===== src/rtl/cp0_irq_ctrl.sv =====
// Coprocessor-0 for the multicycle CPU: Status/Cause/EPC/Count/Compare registers,
// exception entry, ERET return, masked external interrupts and the Count/Compare timer.
module cp0_irq_ctrl #(
  parameter int unsigned       DATA_W     = 32,
  parameter int unsigned       N_IRQ      = 6,
  parameter logic [DATA_W-1:0] EXC_VECTOR = DATA_W'(32'h0000_0004),
  parameter bit                SYNC_IRQ   = 1'b1,
  parameter bit                TIMER_EN   = 1'b1
) (
  input  logic              clk,
  input  logic              rst,
  input  logic              mfc0,
  input  logic              mtc0,
  input  logic              eret,
  input  logic              exception,
  input  logic [4:0]        cause_code,
  input  logic              int_ok,
  input  logic [4:0]        rd,
  input  logic [DATA_W-1:0] pc,
  input  logic [DATA_W-1:0] wdata,
  input  logic [N_IRQ-1:0]  irq,
  output logic [DATA_W-1:0] rdata,
  output logic [DATA_W-1:0] status,
  output logic [DATA_W-1:0] exc_addr,
  output logic              redirect,
  output logic              timer_irq
);

  localparam logic [4:0] REG_COUNT   = 5'd9;
  localparam logic [4:0] REG_COMPARE = 5'd11;
  localparam logic [4:0] REG_STATUS  = 5'd12;
  localparam logic [4:0] REG_CAUSE   = 5'd13;
  localparam logic [4:0] REG_EPC     = 5'd14;

  logic [DATA_W-1:0] r_count;
  logic [DATA_W-1:0] r_compare;
  logic [DATA_W-1:0] r_status;
  logic [DATA_W-1:0] r_epc;
  logic [DATA_W-1:0] r_exc_addr;
  logic [4:0]        r_exc_code;
  logic              r_ip15;
  logic              r_redirect;

  logic [N_IRQ-1:0]  w_irq;
  logic [7:0]        w_ip;
  logic [7:0]        w_im;
  logic              w_ie;
  logic              w_exl;
  logic              w_int_pend;
  logic              w_do_exc;
  logic              w_do_int;
  logic              w_do_eret;
  logic              w_do_mtc0;
  logic [DATA_W-1:0] w_cause;
  logic [DATA_W-1:0] w_rdata;

  // Optional two-flop synchroniser on the asynchronous interrupt lines
  generate
    if (SYNC_IRQ) begin : g_sync
      logic [N_IRQ-1:0] r_irq_s1;
      logic [N_IRQ-1:0] r_irq_s2;
      always_ff @(posedge clk or negedge rst) begin
        if (!rst) begin
          r_irq_s1 <= '0;
          r_irq_s2 <= '0;
        end else begin
          r_irq_s1 <= irq;
          r_irq_s2 <= r_irq_s1;
        end
      end
      assign w_irq = r_irq_s2;
    end else begin : g_nosync
      assign w_irq = irq;
    end
  endgenerate

  always_comb begin
    w_ip            = '0;
    w_ip[N_IRQ-1:0] = w_irq;
    w_ip[7]         = r_ip15;
    w_cause         = '0;
    w_cause[15:8]   = w_ip;
    w_cause[6:2]    = r_exc_code;
  end

  assign w_im       = r_status[15:8];
  assign w_ie       = r_status[0];
  assign w_exl      = r_status[1];
  assign w_int_pend = w_ie & ~w_exl & (|(w_ip & w_im)) & int_ok;

  // One winner per cycle: exception > interrupt > eret > mtc0
  assign w_do_exc  = exception;
  assign w_do_int  = ~exception & w_int_pend;
  assign w_do_eret = ~exception & ~w_int_pend & eret;
  assign w_do_mtc0 = ~exception & ~w_int_pend & ~eret & mtc0;

  always_ff @(posedge clk or negedge rst) begin
    if (!rst) begin
      r_count    <= '0;
      r_compare  <= '0;
      r_status   <= '0;
      r_epc      <= '0;
      r_exc_addr <= '0;
      r_exc_code <= '0;
      r_ip15     <= 1'b0;
      r_redirect <= 1'b0;
    end else begin
      r_redirect <= 1'b0;

      if (!TIMER_EN)
        r_count <= '0;
      else if (w_do_mtc0 && rd == REG_COUNT)
        r_count <= wdata;
      else
        r_count <= r_count + DATA_W'(1);

      // Writing Compare acknowledges the timer interrupt, even on a match cycle
      if (!TIMER_EN)
        r_ip15 <= 1'b0;
      else if (w_do_mtc0 && rd == REG_COMPARE)
        r_ip15 <= 1'b0;
      else if (r_count == r_compare)
        r_ip15 <= 1'b1;

      if (w_do_exc || w_do_int) begin
        r_status[1] <= 1'b1;
        r_exc_code  <= w_do_exc ? cause_code : 5'd0;
        if (!w_exl)
          r_epc <= pc;
        r_exc_addr  <= EXC_VECTOR;
        r_redirect  <= 1'b1;
      end else if (w_do_eret) begin
        r_status[1] <= 1'b0;
        r_exc_addr  <= r_epc;
        r_redirect  <= 1'b1;
      end else if (w_do_mtc0) begin
        case (rd)
          REG_COMPARE: r_compare  <= wdata;
          REG_STATUS:  r_status   <= wdata;
          REG_CAUSE:   r_exc_code <= wdata[6:2];
          REG_EPC:     r_epc      <= wdata;
          default:     ;
        endcase
      end
    end
  end

  always_comb begin
    w_rdata = '0;
    if (mfc0) begin
      case (rd)
        REG_COUNT:   w_rdata = r_count;
        REG_COMPARE: w_rdata = r_compare;
        REG_STATUS:  w_rdata = r_status;
        REG_CAUSE:   w_rdata = w_cause;
        REG_EPC:     w_rdata = r_epc;
        default:     w_rdata = '0;
      endcase
    end
  end

  assign rdata     = w_rdata;
  assign status    = r_status;
  assign exc_addr  = r_exc_addr;
  assign redirect  = r_redirect;
  assign timer_irq = r_ip15;

endmodule


===== config.mk =====
export PLATFORM = sky130hd
export DESIGN_NAME = cp0_irq_ctrl
export DESIGN_NICKNAME = d
export VERILOG_FILES = /design/src/rtl/cp0_irq_ctrl.sv
export SDC_FILE = /design/constraint.sdc
export NUM_CORES = 1
export LEC_CHECK = 0
export BUFFER_PORTS_ARGS = -buffer_cell sky130_fd_sc_hd__buf_4
export CAP_MARGIN = 20
export CORE_MARGIN = 4
export CORE_UTILIZATION = 30
export CTS_BUF_LIST = sky130_fd_sc_hd__clkbuf_16
export DETAILED_ROUTE_END_ITERATION = 8
export GPL_ROUTABILITY_DRIVEN = 0
export PLACE_DENSITY = 0.58
export SLEW_MARGIN = 20
export SYNTH_ARGS = -nofsm -noshare
export SYNTH_HDL_FRONTEND = slang
export SYNTH_SLANG_ARGS = --single-unit

===== constraint.sdc =====
create_clock -name clk -period 1.85 [get_ports clk]
set_clock_uncertainty 0.05 [all_clocks]
set_input_delay 0.0925 -clock clk [delete_from_list [all_inputs] [get_ports clk]]
set_output_delay 0.0925 -clock clk [all_outputs]
set_load 0.01 [all_outputs]

==> results.txt, run 1 <==
CP bufs+invs -> 2
CTS tree -> built
Register area share after synthesis -> 0.483
Nature of the critical path startpoint -> register
Number of port buffers -> 184
Post-synth top cells -> dfrtp_1 (179), nor3_1 (97), nor2_1 (90)
Pin count of the biggest net entering global routing -> 69
Max-cap violations -> 0
Max VDD drop -> 0.000703 V
Gr usage total -> 0.194
Main synth FF type -> dfrtp_1
Non-filler cells, final -> 1,601
Diode count -> 0
Number of flops mapped to enable cells by yosys -> 0
Die H -> 184 um
Synth Instances -> 855
H-tree depth -> 4
Fin. max-slew vios -> 0
Leak pwr -> 0.00599 uW
Power Dens Cells -> 934 nW/um^2
Worst path required time -> 1.71 ns
Max incr delay on CP -> 0.38 ns
Routed WL per cell -> 21.7 um
Slowest CP cell -> dfrtp_1
# setup viols final -> 25
Vias -> 8,242
First-pass GRT wire length -> 50.5 mm
Tightest Pin Transition -> 0.653 ns
Clock sink count -> 179
Status -> finished, violations left
CP max FO -> 2
Synth Register Bits -> 179
Async SR Flop Fraction -> 1.00
DR DRC count -> 0
Initial Util -> 0.303
Antenna violations before repair -> 0
Mapped Nets -> 943
Nets@finish -> 1,280
Final core utilization -> 0.454
Vias in the first global route -> 8,158
Num rows -> 64
Gr ovfl total -> 0
Die Footprint -> 33,800 um^2
Layout fillers -> 2,823
YS warnings -> 0
CTS buffer count -> 17
Die width -> 184 um
Final min period -> 1.88 ns
Hold Vio Cnt, Final -> 0
Critical path, cell by cell -> buf_6 > mux2_2 > a222oi_1 > nor2_1 > buf_4
Crit share post-route -> 1.02
Core area -> 30,600 um^2
DP Wirelength -> 24.2 mm
Critical path capture point type -> primary output
Clock transition at path regs -> 0.07 ns
Max clock buf depth -> 2
WL final -> 34.7 mm
Syn_area_per_cell -> 10.9 um^2
RSZ-0062 raised after global routing -> true
Hold Path Class -> in -> reg
Post-Place Cells -> 1,436
Cell family with most CP delay -> flip-flops
Worst Slack Setup Final -> -0.0317 ns
Top-count cell post-synth -> dfrtp_1
Netlist cell types -> 49
Ratio of cells with drive above 1 in the final layout -> 0.446
DR vias/cell -> 5.15
Clk_lat worst skew -> 0.43 ns
ANT nets after route -> 0
I/O pins -> 185
Post-synth top area share -> 0.483
Drt first pass iters -> 7
Slew HR -> 0.565
Area contributors post-synth -> dfrtp_1 (48%), mux2_2 (9.6%), nor3_1 (5.2%), mux2_4 (4.7%), mux2i_1 (4.2%)
Critical Path AT -> 1.74 ns
Fmax -> 531 MHz
Clk root buf -> clkbuf_16
Failing checks -> setup timing
Netlist Area Pre-Place -> 9280 um^2
DRT iter0 DRCs -> 810
Crit Path Class -> reg -> out
Pre-CTS WS -> -0.0702 ns
Area leader, netlist -> dfrtp_1
Area growth from synthesis to layout -> 49.8%
## final timing paths
check                                      to  slack, ns          startpoint  cells past startpoint
max                                  rdata[0]      -0.03          r_count[0]                      5
max reg2reg                     r_compare[25]      -0.02  g_sync.r_irq_s2[1]                      6
min                                 status[1]       0.06                mtc0                      4
min reg2reg                g_sync.r_irq_s2[4]       0.31  g_sync.r_irq_s1[4]                      0
max in group asynchronous         r_count[26]       0.93                 rst                      3
min in group asynchronous         exc_addr[8]       0.19                 rst                      2
## routing by layer
metal | wire, um | vias up | GRT usage
met2 | 16600 | 312 | 0.309
met1 | 15000 | 4145 | 0.272
li1 | - | 3736 | -
met5 | 0 | - | 0
met4 | 848 | 0 | 0.0532
met3 | 2270 | 49 | 0.0348
## per-stage QoR
| stage | total power (uW) | setup TNS, ns | instance area (um^2) | hold slack, ns |
|---|---|---|---|---|
| 2_1_floorplan | 6850 | 0 | 9290 | -0.253 |
| 3_3_place_gp | 8340 | -0.292 | 11500 | 0.0963 |
| 3_5_place_dp | 8380 | -1.30 | 11500 | 0.0904 |
| 4_1_cts | 12500 | -0.265 | 13200 | 0.0694 |
| 5_1_grt | 13500 | -5.37 | 13900 | 0.0834 |
| 6_report | 13000 | -0.242 | 13900 | 0.0575 |
## report_power, final
part,switching (uW),total (uW),internal (uW)
logic,1700,3750,2040
clock network,1680,3820,2140
registers,783,5410,4630
total,4160,13000,8810
## repair_timing
action | 4_1_cts | 5_1_grt
hold endpoints to repair | 193 | 0
setup endpoints to repair | 74 | 149
resized for setup | 49 | 83
hold buffers | 81 | 0
setup buffers | 23 | 31
pin swaps | 29 | 37
cloned | 1 | 5
## state kept, by name, summed over array words and instances (netlist names)
name             cells
r_epc               32
r_exc_code           5
status              32
r_compare           32
g_sync.r_irq_s1      6
redirect             1
timer_irq            1
exc_addr            32
r_count             32
g_sync.r_irq_s2      6
## cell type report
class	count	area [um^2]	share of cell area
multi-input combinational	609	4830	0.347
sequential	179	4510	0.324
clock inverter	15	180	0.0130
tap	396	495	0.0357
clock buffer	17	425	0.0306
timing repair buffer	384	3460	0.249
inverter	1	3.75	0.000270
## worst min-delay path, cell delays in order
cell and delay, ns:
buf_4 0.09, nand2_1 0.05, mux2i_1 0.13, o21ai_0 0.11
## kinds of logic (layout without fill, tap and decap cells)
| kind of cell | Yosys count | after routing | synth area share |
|---|---|---|---|
| AND/OR/NAND/NOR | 310 | 310 | 0.166 |
| adder cells (fa/ha/maj) | 1 | 1 | 0.00135 |
| multiplexers | 147 | 147 | 0.185 |
| AO/OA/AOI/OAI | 89 | 89 | 0.0671 |
| XOR/XNOR | 62 | 62 | 0.0585 |
| flip-flops | 179 | 179 | 0.483 |
| buffers and inverters | 67 | 417 | 0.0396 |
## placed cells by master (no fill, tap or decap), drive strengths merged, types with 4 or more instances in the layout
cell type,instances
dlygate4sd3,81
nand2,55
o21ai,36
a21oi,15
a22oi,15
nand3,14
and2,4
mux2i,39
xor2,24
and3,5
a222oi,21
mux2,108
nor2,92
dfrtp,179
clkbuf,21
buf,299
nor3,98
xnor2,38
clkinvlp,4
inv,6
nand4,24
No activity file was read; power rests on OpenSTA's default activity.
==> run 2, diff against run 1 <==
--- a/config.mk
+++ b/config.mk
@@ -12,7 +12,7 @@
 export CTS_BUF_LIST = sky130_fd_sc_hd__clkbuf_16
 export DETAILED_ROUTE_END_ITERATION = 8
 export GPL_ROUTABILITY_DRIVEN = 0
-export PLACE_DENSITY = 0.58
+export PLACE_DENSITY = 0.57
 export SLEW_MARGIN = 20
 export SYNTH_ARGS = -nofsm -noshare
 export SYNTH_HDL_FRONTEND = slang
==> constraint.sdc (replaced) <==
create_clock -name clk -period 2.2 [get_ports clk]
set_clock_uncertainty 0.05 [all_clocks]
set_input_delay 0.11 -clock clk [delete_from_list [all_inputs] [get_ports clk]]
set_output_delay 0.11 -clock clk [all_outputs]
set_load 0.01 [all_outputs]
==> run 2 against run 1 <==
  * Global-route usage is 0.48 points lower
  * Cell area decreased by 9.5%
  * Wire length fell by 6.9%
  * Largest cell class is now registers
  * The flow now finishes without violations
  * Register-to-register slack better by 0.14 ns
  * Critical path type is now reg -> reg
  * Largest power group unchanged
  * Power down 21%
  * Critical endpoint is now r_compare[0]
  * First-iteration DRC count rose by 11%
  * Final cell count down 5.4%
==> results.txt, run 2 (synthesized netlist as in run 1, its figures left out) <==
Status -> finished, final reports clean
DP Wirelength -> 23.9 mm
I/O pins -> 185
Crit share post-route -> 0.945
Max-cap violations -> 0
# setup viols final -> 0
Diode count -> 0
Max clock buf depth -> 2
Routed WL per cell -> 21.3 um
CP max FO -> 8
Setup TNS -> 0 ns
RSZ-0062 raised after global routing -> false
Hold Path Class -> in -> reg
Max VDD drop -> 0.000428 V
FF/Latch Area -> 4480 um^2
Die width -> 184 um
Ratio of cells with drive above 1 in the final layout -> 0.337
Critical Path AT -> 2.34 ns
Vias -> 7,699
DRT iter0 DRCs -> 899
WL final -> 32.3 mm
Vias in the first global route -> 7,736
Nature of the critical path startpoint -> register
Fmax -> 481 MHz
Tightest Pin Transition -> 0.591 ns
Most common cell after layout, fill and taps aside -> buf_4
Nets@finish -> 1,194
Pin count of the biggest net entering global routing -> 69
Die Footprint -> 33,800 um^2
Hold Vio Cnt, Final -> 0
Num rows -> 64
Area growth from synthesis to layout -> 35.6%
Core area -> 30,600 um^2
Clk root buf -> clkbuf_16
Leak pwr -> 0.00542 uW
Post_cts resized -> 0
DR vias/cell -> 5.08
Slew HR -> 0.606
Clk_lat worst skew -> 0.44 ns
Multi-input combinational cell area -> 4460 um^2
Gr usage total -> 0.189
Power Dens Cells -> 815 nW/um^2
CTS buffer count -> 17
Initial Util -> 0.303
Crit Path Class -> reg -> reg
Worst path required time -> 2.46 ns
Gr ovfl total -> 0
WHS -> 0.00401 ns
Drt first pass iters -> 8
DR DRC count -> 0
Antenna violations before repair -> 0
ANT nets after route -> 0
Final min period -> 2.08 ns
Die H -> 184 um
Number of port buffers -> 184
Critical path capture point type -> register
Fin. max-slew vios -> 0
Commonest cells after routing, fill and taps aside -> buf_4 (212), dfrtp_1 (179), nor3_1 (96)
Final core utilization -> 0.411
Layout fillers -> 3,021
Clock sink count -> 179
Clock transition at path regs -> 0.07 ns
CTS tree -> built
H-tree depth -> 4
First-pass GRT wire length -> 48.8 mm
[run 2: path summary, 6_finish.rpt]
kind	start	endpoint	slack [ns]	cells past startpoint
worst max-delay path	status[9]	r_compare[0]	0.12	6
max in group asynchronous	rst	status[19]	1.18	3
worst max register to register	status[9]	r_compare[0]	0.12	6
worst min-delay path	pc[8]	r_epc[8]	0.004	3
min in group asynchronous	rst	r_epc[4]	0.15	2
worst min register to register	g_sync.r_irq_s1[3]	g_sync.r_irq_s2[3]	0.32	0
[run 2: where the power goes]
| part | switching (uW) | internal (uW) |
|---|---|---|
| clock network | 1370 | 1910 |
| registers | 718 | 3870 |
| logic | 1130 | 1250 |
| total | 3220 | 7030 |
[run 2: routing by layer]
layer	vias up	share of wire	GRT usage
li1	3546	-	-
met1	3877	0.44	0.264
met2	239	0.47	0.291
met3	37	0.063	0.0410
met4	0	0.026	0.0657
met5	-	0	0
[run 2: timing repair]
item | CTS | global route
setup buffers | 0 | 0
hold endpoints to repair | 189 | 0
hold buffers | 79 | 0
[run 2: layout make-up]
cell class	count	area share
clock buffer	17	0.0338
clock inverter	15	0.0160
inverter	1	0.000298
multi-input combinational	609	0.355
sequential	179	0.356
tap	396	0.0394
timing repair buffer	298	0.200
[run 2: metrics by stage]
step / std cells / cell area, um^2 / total power (uW) / setup WS [ns]
after floorplan: 855 / 9280 / 5760 / 0.303
after global placement: 1404 / 11200 / 6870 / 0.155
after detailed placement: 1404 / 11200 / 6910 / 0.140
after CTS: 1515 / 12600 / 10300 / 0.130
after global routing: 1515 / 12600 / 10800 / 0.0674
final: 1515 / 12600 / 10300 / 0.121
[run 2: worst max-delay path: stages, from the launching register on]
cell and delay (ns):
dfrtp_1 0.41, a22oi_2 0.25, nand4_2 0.21, and2_2 0.31, nor2_8 0.16, buf_4 0.21
mux2_2 0.34
